--- config.mk ---
export PLATFORM = sky130hd
export DESIGN_NAME = tdm_demux_flat
export DESIGN_NICKNAME = d
export VERILOG_FILES = /design/src/rtl/tdm_demux_pkg.sv /design/src/rtl/tdm_demux_if.sv /design/src/rtl/tdm_demux_deser.sv /design/src/rtl/tdm_demux.sv /design/src/flat_wrapper.sv
export SDC_FILE = /design/constraint.sdc
export NUM_CORES = 1
export LEC_CHECK = 0
export CAP_MARGIN = 20
export CORE_ASPECT_RATIO = 1.25
export CORE_MARGIN = 4
export CORE_UTILIZATION = 43
export CTS_BUF_LIST = sky130_fd_sc_hd__clkbuf_4
export DETAILED_ROUTE_END_ITERATION = 12
export PLACE_DENSITY = 0.74
export SYNTH_ARGS = -nofsm -noshare
export SYNTH_HDL_FRONTEND = slang
export SYNTH_SLANG_ARGS = --single-unit
--- constraint.sdc ---
create_clock -name clk -period 3.1 [get_ports clk]
set_input_delay 0.62 -clock clk [delete_from_list [all_inputs] [get_ports clk]]
set_output_delay 0.62 -clock clk [all_outputs]
set_load 0.02 [all_outputs]
--- src/rtl/tdm_demux_pkg.sv ---
`default_nettype none
// +----------------------------------------------------------------------+
// | Module : tdm_pkg                                                     |
// | Desc   : Shared types/constants for the TDM demultiplexer.           |
// |          TDM_DEMUX_PARITY_EN adds an even-parity bit to each slot.   |
// | Rev    : 1.0  initial release                                        |
// +----------------------------------------------------------------------+
package tdm_pkg;

    localparam int NCH_DEFAULT = 4;
    localparam int W_DEFAULT   = 8;

`ifdef TDM_DEMUX_PARITY_EN
    localparam int PAR_BITS = 1;
`else
    localparam int PAR_BITS = 0;
`endif

    typedef enum logic [0:0] {
        HUNT = 1'b0,
        SYNC = 1'b1
    } state_t;

endpackage
`default_nettype wire

--- src/rtl/tdm_demux_if.sv ---
`default_nettype none
// +----------------------------------------------------------------------+
// | Module : tdm_demux_if                                                |
// | Desc   : Serial TDM input and per-channel output bundle.             |
// | Rev    : 1.0  initial release                                        |
// +----------------------------------------------------------------------+
interface tdm_demux_if
    import tdm_pkg::*;
#(
    parameter int NCH = NCH_DEFAULT,
    parameter int W   = W_DEFAULT
);
    logic             din;
    logic             din_vld;
    logic             fsync;
    logic [NCH*W-1:0] ch_data;
    logic [NCH-1:0]   ch_vld;
    logic             lock;
    logic             frame_err;
    logic             par_err;

    modport master (
        output din, din_vld, fsync,
        input  ch_data, ch_vld, lock, frame_err, par_err
    );

    modport slave (
        input  din, din_vld, fsync,
        output ch_data, ch_vld, lock, frame_err, par_err
    );
endinterface
`default_nettype wire

--- src/rtl/tdm_demux_deser.sv ---
`default_nettype none
// +----------------------------------------------------------------------+
// | Module : tdm_deser                                                   |
// | Desc   : Slot shift register, bit counter and slot-done strobe.      |
// |          TDM_DEMUX_PARITY_EN extends a slot by one parity bit.       |
// | Rev    : 1.0  initial release                                        |
// +----------------------------------------------------------------------+
module tdm_deser
    import tdm_pkg::*;
#(
    parameter int W = W_DEFAULT
) (
    input  wire logic         clk,
    input  wire logic         rst,
    input  wire logic         din_i,
    input  wire logic         take_i,
    input  wire logic         restart_i,
    input  wire logic         clear_i,
    output logic              first_o,
    output logic              done_o,
`ifdef TDM_DEMUX_PARITY_EN
    output logic              par_bit_o,
`endif
    output logic [W-1:0]      word_o
);
    localparam int SB  = W + PAR_BITS;
    localparam int SRW = SB - 1;
    localparam int CW  = $clog2(SB + 1);
    localparam logic [CW-1:0] LAST = CW'(SB - 1);

    logic [CW-1:0]  cnt_q, cnt_d;
    logic [SRW-1:0] sr_q, sr_d;
    logic           last_bit;

    assign last_bit = (cnt_q == LAST);
    assign first_o  = (cnt_q == '0);
    assign done_o   = take_i && !restart_i && !clear_i && last_bit;

    // The register keeps the last SB-1 bits; the bit on the wire completes the slot.
`ifdef TDM_DEMUX_PARITY_EN
    assign word_o    = sr_q;
    assign par_bit_o = din_i;
`else
    assign word_o    = {sr_q, din_i};
`endif

    always_comb begin
        cnt_d = cnt_q;
        sr_d  = sr_q;
        if (clear_i) begin
            cnt_d = '0;
            sr_d  = '0;
        end else if (take_i) begin
            sr_d = SRW'({sr_q, din_i});
            if (restart_i) begin
                cnt_d = CW'(1);
            end else if (last_bit) begin
                cnt_d = '0;
            end else begin
                cnt_d = cnt_q + 1'b1;
            end
        end
    end

    always_ff @(posedge clk or posedge rst) begin
        if (rst) begin
            cnt_q <= '0;
            sr_q  <= '0;
        end else begin
            cnt_q <= cnt_d;
            sr_q  <= sr_d;
        end
    end
endmodule
`default_nettype wire

--- src/rtl/tdm_demux.sv ---
`default_nettype none
// +----------------------------------------------------------------------+
// | Module : tdm_demux                                                   |
// | Desc   : Serial TDM frame demultiplexer with HUNT/SYNC framing.      |
// |          TDM_DEMUX_PARITY_EN enables per-slot even parity checking.  |
// | Rev    : 1.0  initial release                                        |
// +----------------------------------------------------------------------+
module tdm_demux
    import tdm_pkg::*;
#(
    parameter int NCH = NCH_DEFAULT,
    parameter int W   = W_DEFAULT
) (
    input  wire logic  clk,
    input  wire logic  rst,
    tdm_demux_if.slave bus
);
    localparam int SW = $clog2(NCH);
    localparam logic [SW-1:0] LAST_SLOT = SW'(NCH - 1);

    state_t           state_q;
    logic [SW-1:0]    slot_q;
    logic [NCH*W-1:0] ch_data_q;
    logic [NCH-1:0]   ch_vld_q;
    logic             frame_err_q;
    logic             take, restart, clear, first, done, slot_start;
    logic [W-1:0]     word;
`ifdef TDM_DEMUX_PARITY_EN
    logic             par_bit;
    logic             par_err_q;
`endif

    assign slot_start = first && (slot_q == '0);

    always_comb begin
        take    = 1'b0;
        restart = 1'b0;
        clear   = 1'b0;
        if (bus.din_vld) begin
            if (state_q == HUNT) begin
                take    = bus.fsync;
                restart = bus.fsync;
            end else if (slot_start) begin
                take  = bus.fsync;
                clear = !bus.fsync;
            end else begin
                // fsync mid-frame realigns: this bit becomes the slot-0 MSB
                take    = 1'b1;
                restart = bus.fsync;
            end
        end
    end

    tdm_deser #(.W(W)) u_deser (
        .clk       (clk),
        .rst       (rst),
        .din_i     (bus.din),
        .take_i    (take),
        .restart_i (restart),
        .clear_i   (clear),
        .first_o   (first),
        .done_o    (done),
`ifdef TDM_DEMUX_PARITY_EN
        .par_bit_o (par_bit),
`endif
        .word_o    (word)
    );

    always_ff @(posedge clk or posedge rst) begin
        if (rst) begin
            state_q     <= HUNT;
            slot_q      <= '0;
            ch_data_q   <= '0;
            ch_vld_q    <= '0;
            frame_err_q <= 1'b0;
`ifdef TDM_DEMUX_PARITY_EN
            par_err_q   <= 1'b0;
`endif
        end else begin
            ch_vld_q    <= '0;
            frame_err_q <= 1'b0;
`ifdef TDM_DEMUX_PARITY_EN
            par_err_q   <= 1'b0;
`endif
            if (bus.din_vld) begin
                if (state_q == HUNT) begin
                    if (bus.fsync) begin
                        state_q <= SYNC;
                        slot_q  <= '0;
                    end
                end else if (bus.fsync != slot_start) begin
                    frame_err_q <= 1'b1;
                    slot_q      <= '0;
                    if (!bus.fsync) begin
                        state_q <= HUNT;
                    end
                end else if (done) begin
                    slot_q <= (slot_q == LAST_SLOT) ? '0 : slot_q + 1'b1;
`ifdef TDM_DEMUX_PARITY_EN
                    if (par_bit == ^word) begin
                        ch_data_q[int'(slot_q)*W +: W] <= word;
                        ch_vld_q[slot_q]               <= 1'b1;
                    end else begin
                        par_err_q <= 1'b1;
                    end
`else
                    ch_data_q[int'(slot_q)*W +: W] <= word;
                    ch_vld_q[slot_q]               <= 1'b1;
`endif
                end
            end
        end
    end

    assign bus.ch_data   = ch_data_q;
    assign bus.ch_vld    = ch_vld_q;
    assign bus.lock      = (state_q == SYNC);
    assign bus.frame_err = frame_err_q;
`ifdef TDM_DEMUX_PARITY_EN
    assign bus.par_err   = par_err_q;
`else
    assign bus.par_err   = 1'b0;
`endif
endmodule
`default_nettype wire

--- src/flat_wrapper.sv ---
// flat-port wrapper written by rule: the top's interface ports become plain ports
module tdm_demux_flat import tdm_pkg::*;
#(
    parameter int NCH = NCH_DEFAULT,
    parameter int W   = W_DEFAULT
)
  (clk, rst, bus_din, bus_din_vld, bus_fsync, bus_ch_data, bus_ch_vld, bus_lock, bus_frame_err, bus_par_err);
  tdm_demux_if #(.NCH(NCH), .W(W)) bus_i ();
  input  wire logic clk;
  input  wire logic rst;
  input wire logic [$bits(bus_i.din)-1:0] bus_din;
  input wire logic [$bits(bus_i.din_vld)-1:0] bus_din_vld;
  input wire logic [$bits(bus_i.fsync)-1:0] bus_fsync;
  output wire logic [$bits(bus_i.ch_data)-1:0] bus_ch_data;
  output wire logic [$bits(bus_i.ch_vld)-1:0] bus_ch_vld;
  output wire logic [$bits(bus_i.lock)-1:0] bus_lock;
  output wire logic [$bits(bus_i.frame_err)-1:0] bus_frame_err;
  output wire logic [$bits(bus_i.par_err)-1:0] bus_par_err;
  assign bus_i.din = bus_din;
  assign bus_i.din_vld = bus_din_vld;
  assign bus_i.fsync = bus_fsync;
  assign bus_ch_data = bus_i.ch_data;
  assign bus_ch_vld = bus_i.ch_vld;
  assign bus_lock = bus_i.lock;
  assign bus_frame_err = bus_i.frame_err;
  assign bus_par_err = bus_i.par_err;
  tdm_demux #(.NCH(NCH), .W(W)) u_core (.clk(clk), .rst(rst), .bus(bus_i));
endmodule
# Word level (Yosys, flattened, before mapping)
# Index checks and enable logic that the tools add are counted.
[totals]
reg_bits = 51
out_inout_bits = 39
[classes]
add_sub_neg = 3
order_cmp = 2
n_eq_ne = 4
n_shift = 2
muxes = 33
n_bitwise = 1
n_reduce_logical = 14
[op_table]
columns = ["operator", "n"]
rows = [
  ["$neg A5 Y33", 1],
  ["$shift A8 B33 Y32 const A", 1],
  ["$shiftx A8 B33 Y32", 1],
  ["$bwmux W32", 1],
  ["$mux W4", 8],
  ["$mux W1", 16],
  ["$mux W7", 2],
  ["$mux W2", 5],
  ["$logic_and A1 B1 Y1", 5],
  ["$add A4 B1 Y4 const B", 1],
  ["$eq A4 B3 Y1 const B", 1],
  ["$logic_not A4 Y1", 1],
  ["$reduce_and A4 Y1", 1],
  ["$reduce_bool A2 Y1", 2],
  ["$logic_not A1 Y1", 3],
  ["$lt A2 B3 Y1 const B", 1],
  ["$ne A3 B3 Y1 const B", 1],
  ["$reduce_and A3 Y1", 1],
  ["$add A2 B1 Y2 const B", 1],
  ["$demux W1 S2", 1],
  ["$eq A2 B2 Y1 const B", 1],
  ["$ge A2 B1 Y1 const B", 1],
  ["$logic_not A2 Y1", 1],
  ["$ne A1 B1 Y1", 1],
  ["$not A1 Y1", 1],
]

# Depth between registers and ports, before layout
[depth]
depth_word = 13
mapped_depth = 11

# Hierarchy
# Synthesis repeated with hierarchy kept, for this count alone.
[unflattened]
cells_unflattened = 217
hier_area_um2 = 2518.7
[by_module_without_submodules]
columns = ["module", "n_inst", "cells_each", "area_each_um2", "seq_area_each_um2"]
rows = [
  ["tdm_demux", 1, 164, 1958.1, 1001.0],
  ["tdm_deser", 1, 53, 560.5, 275.3],
]

# Worst setup path after synthesis
# No wires, ideal clock.
[synth_timing]
kind = "flip-flop to flip-flop"
startpoint = "register u_core.slot_q[0]"
endpoint = "register u_core.ch_data_q[24], in the netlist u_core.bus.ch_data[24]"
setup_time_ns = 0.125
t_arrival_ns = 2.581
required_ns = 2.975
slack_ns = 0.394
stages_incl_launch_ff = 12
n_path_buf = 3
cell_sequence = "dfrtp_1 buf_2 inv_1 ha_1 nor4bb_1 inv_1 ha_1 and4bb_1 buf_6 and4_4 buf_6 mux2_4"
[synth_via]
elab_chain_cells = 10
[synth_rtl]
columns = ["item", "line_no", "source"]
rows = [
  ["start: declaration", "tdm_demux.sv:22", "logic [SW-1:0] slot_q;"],
  ["start signal: assignment", "tdm_demux.sv:98", "slot_q <= (slot_q == LAST_SLOT) ? '0 : slot_q + 1'b1;"],
  ["branches (longest 10 deep; another with $neg A5 Y33)", "--", ""],
  ["end signal: indexed assignment", "tdm_demux.sv:107", "ch_data_q[int'(slot_q)*W +: W] <= word;"],
  ["end: declaration", "tdm_demux.sv:23", "logic [NCH*W-1:0] ch_data_q;"],
]
# Several ways; the timed one is not identified.
# A chain may end at the register's enable or synchronous reset.

# Worst setup path in the final report
[layout_timing]
startpoint = "register u_core.slot_q[1]"
endpoint = "register u_core.ch_data_q[2], in the netlist u_core.bus.ch_data[2]"
# Same word-level chain as after synthesis.

==> reports/metrics.cfg <==
[hold_path]
timing.hold.worst_endpoint = u_core.bus.ch_data[23]
hp-start = u_core.bus.ch_data[23]
min_path_cells = 1
worstHoldPathType = reg2reg

[sta]
relSlewSlack_pct = 54.43
holdWs_ns = 0.5218
setup_viol = 0
fin_skew_ns = 0.01552
fmax_mhz = 369.7
finalCriticalPeriod_ns = 2.705
worst-slew-pin-transition_ns = 0.6821
maxSlewViolCount = 0
fin_crit_sh_pct = 87.26
hold_violations = 0
rsz0062_at_grt = no
fin_tns_setup_ns = 0

[critical_path]
crit_path_end_kind = flip-flop
cp.depth = 10
worstReg2RegEnd = u_core.bus.ch_data[2]
cp.arrival_ns = 3.00
path_max_fanout = 9
path_cells = inv_1 > ha_1 > nor4bb_1 > inv_1 > ha_1 > and4bb_1 > buf_4 > and4_1 > buf_4 > mux2i_1
cp-start-kind = flip-flop
r2r-start = u_core.slot_q[1]
crit_family = simple AND/OR/NAND/NOR gates
r2r_cells = 10
cp.required_ns = 3.40
path_buf_inv = 4
cp_slowest_stage_delay_ns = 0.48
critPathKind = reg2reg
reg2reg_setup_slack_ns = 0.39
slowest_stage = dfrtp_1

[logic_synthesis]
synth_seq_cells = 51
ys.flop_type = dfrtp_1
synth_warnings = 0
syn_nets = 250
synth_cell_types = 41
async_flop_share_pct = 100.0
seq_area_frac_synth_pct = 49.98
synthesis.area_mm2 = 0.002554
synth-edff-count = 0
avgSynthCellArea_um2 = 10.87
synthCells = 235

[clock_tree]
cts_htree_levels = 2
clock_latency_ns = 0.37
clockBufferDepth = 2
cts_num_sinks = 51
path_clk_slew_ns = 0.14
cts_root_buf = clkbuf_4
postCtsSetupRepairBufs = 0
cts_hold_buf = 0
numCtsBuffers = 5
cts_resized = 0
tritoncts = done

[floorplanning]
initial_core_util_pct = 44.19
die_h_um = 94.16
dieArea_mm2 = 0.007243
die_w_um = 76.93
core.rowCount = 31
coreArea_mm2 = 0.005779
ios = 44

[final_layout]
fin_area_mm2 = 0.003075
synthToLayoutAreaGrowth_pct = 20.43
layout.nets = 295
final_layout_size_suffix_gt1_share_pct = 8.541
num_antenna_cells = 0
layout_commonest_cell = dfrtp_1
final_cell_mix = dfrtp_1, clkdlybuf4s50_1, inv_1, nand2_1, mux2i_1

[drt]
via_count = 1764
remaining_drc_errors = 0
drt_first_pass_iters = 4
avgViaCountPerCell = 5.084
antenna_left = 0
drt-initial-drc-count = 109
wl_um = 5089
wl_per_cell_um = 14.67

[pwr]
peakVddDrop_v = 0.0004123
powerDensity_mw_per_mm2 = 507.3
p_leak_nw = 1.540

[placed_design]
dp_hpwl_um = 3780
place.gp.congestion = 0.8394
io_buffers = 42
place_area_mm2 = 0.003023

[run]
max_cap_viol_count = 0

[grt]
grt_max_degree = 28
grt_pass1_vias = 1747
grt_pass1_wl_um = 8411
antenna_found_initial = 0
grtUsageTotal_pct = 14.78
overflow = 0

[outcome]
status = finished, final reports clean

==> logic make-up after synthesis <==
family	synth area share, %
compound gates	5.684
other cells	0.1468
simple gates	17.34
mux	13.57
flops	49.98
fa+ha+maj	4.900
buf+inv	8.378
==> cell usage after synthesis (2+ instances only) <==
cell type  instances  area [µm²]
nand4b_1           2       17.52
nand4_4            2       42.54
and4bb_1           2       25.02
ha_1              10       125.1
nand4_1            2       12.51
buf_2              3       15.01
buf_6              4       45.04
mux2_4             2       30.03
dfrtp_1           51        1276
and3b_1            2       17.52
inv_1             34       127.6
buf_4              3       22.52
mux2_2             5       56.30
nand3_1            5       25.02
and3_1             4       25.02
nor3b_1            3       22.52
nor2_1            10       37.54
a22o_1             9       78.83
nand2b_1           4       25.02
mux2i_1           26       260.3
nand2_1           30       112.6
a31oi_1            3       18.77
==> worst max-delay path by stage <==
stage / start / endpoint
after floorplan: u_core.slot_q[0] / u_core.bus.ch_data[24]
after CTS: u_core.slot_q[1] / u_core.bus.ch_data[7]
after global placement: bus_fsync / u_core.bus.ch_data[31]
final: u_core.slot_q[1] / u_core.bus.ch_data[2]
after detailed placement: bus_fsync / u_core.bus.ch_data[31]
after global routing: u_core.slot_q[1] / u_core.bus.ch_data[2]
==> where the power goes <==
part	total, mW	switching, mW	internal [mW]
sequential	0.847	0.116	0.731
clock	0.293	0.209	0.0837
combinational	0.420	0.233	0.187
total	1.56	0.558	1.00
==> routing by layer <==
layer	vias up	global-route usage (%)	part of all wire, %
met4	0	4.532	1.1
li1	871	-	-
met2	44	25.73	50
met3	6	2.783	4.3
met1	843	18.55	45
met5	-	0	0
==> flip-flops by register name, indices dropped and copies added (netlist names) <==
name / cells
u_core.bus.frame_err: 1
u_core.bus.ch_data: 32
u_core.u_deser.cnt_q: 4
u_core.slot_q: 2
u_core.bus.lock: 1
u_core.bus.ch_vld: 4
u_core.u_deser.sr_q: 7
==> per-stage QoR <==
stage,power (mW),std cells,util (%),setup slack (ns)
after floorplan,1.153,235,-,0.3940
after global placement,1.264,339,52.31,0.3155
after detailed placement,1.280,339,52.31,0.2393
after CTS,1.568,347,53.22,0.3738
after global routing,1.652,347,53.22,0.1200
final,1.560,347,53.22,0.3950
==> final cells by class <==
type / count / area [µm²]
clock buffers: 5 / 37.54
clock inverters: 3 / 15.01
fillers: 533 / 2704
inverters: 34 / 127.6
multi-input cells: 139 / 1064
flip-flops and latches: 51 / 1276
well taps: 66 / 82.58
repair buffers: 49 / 473.0
No activity file was read; power rests on OpenSTA's default activity.
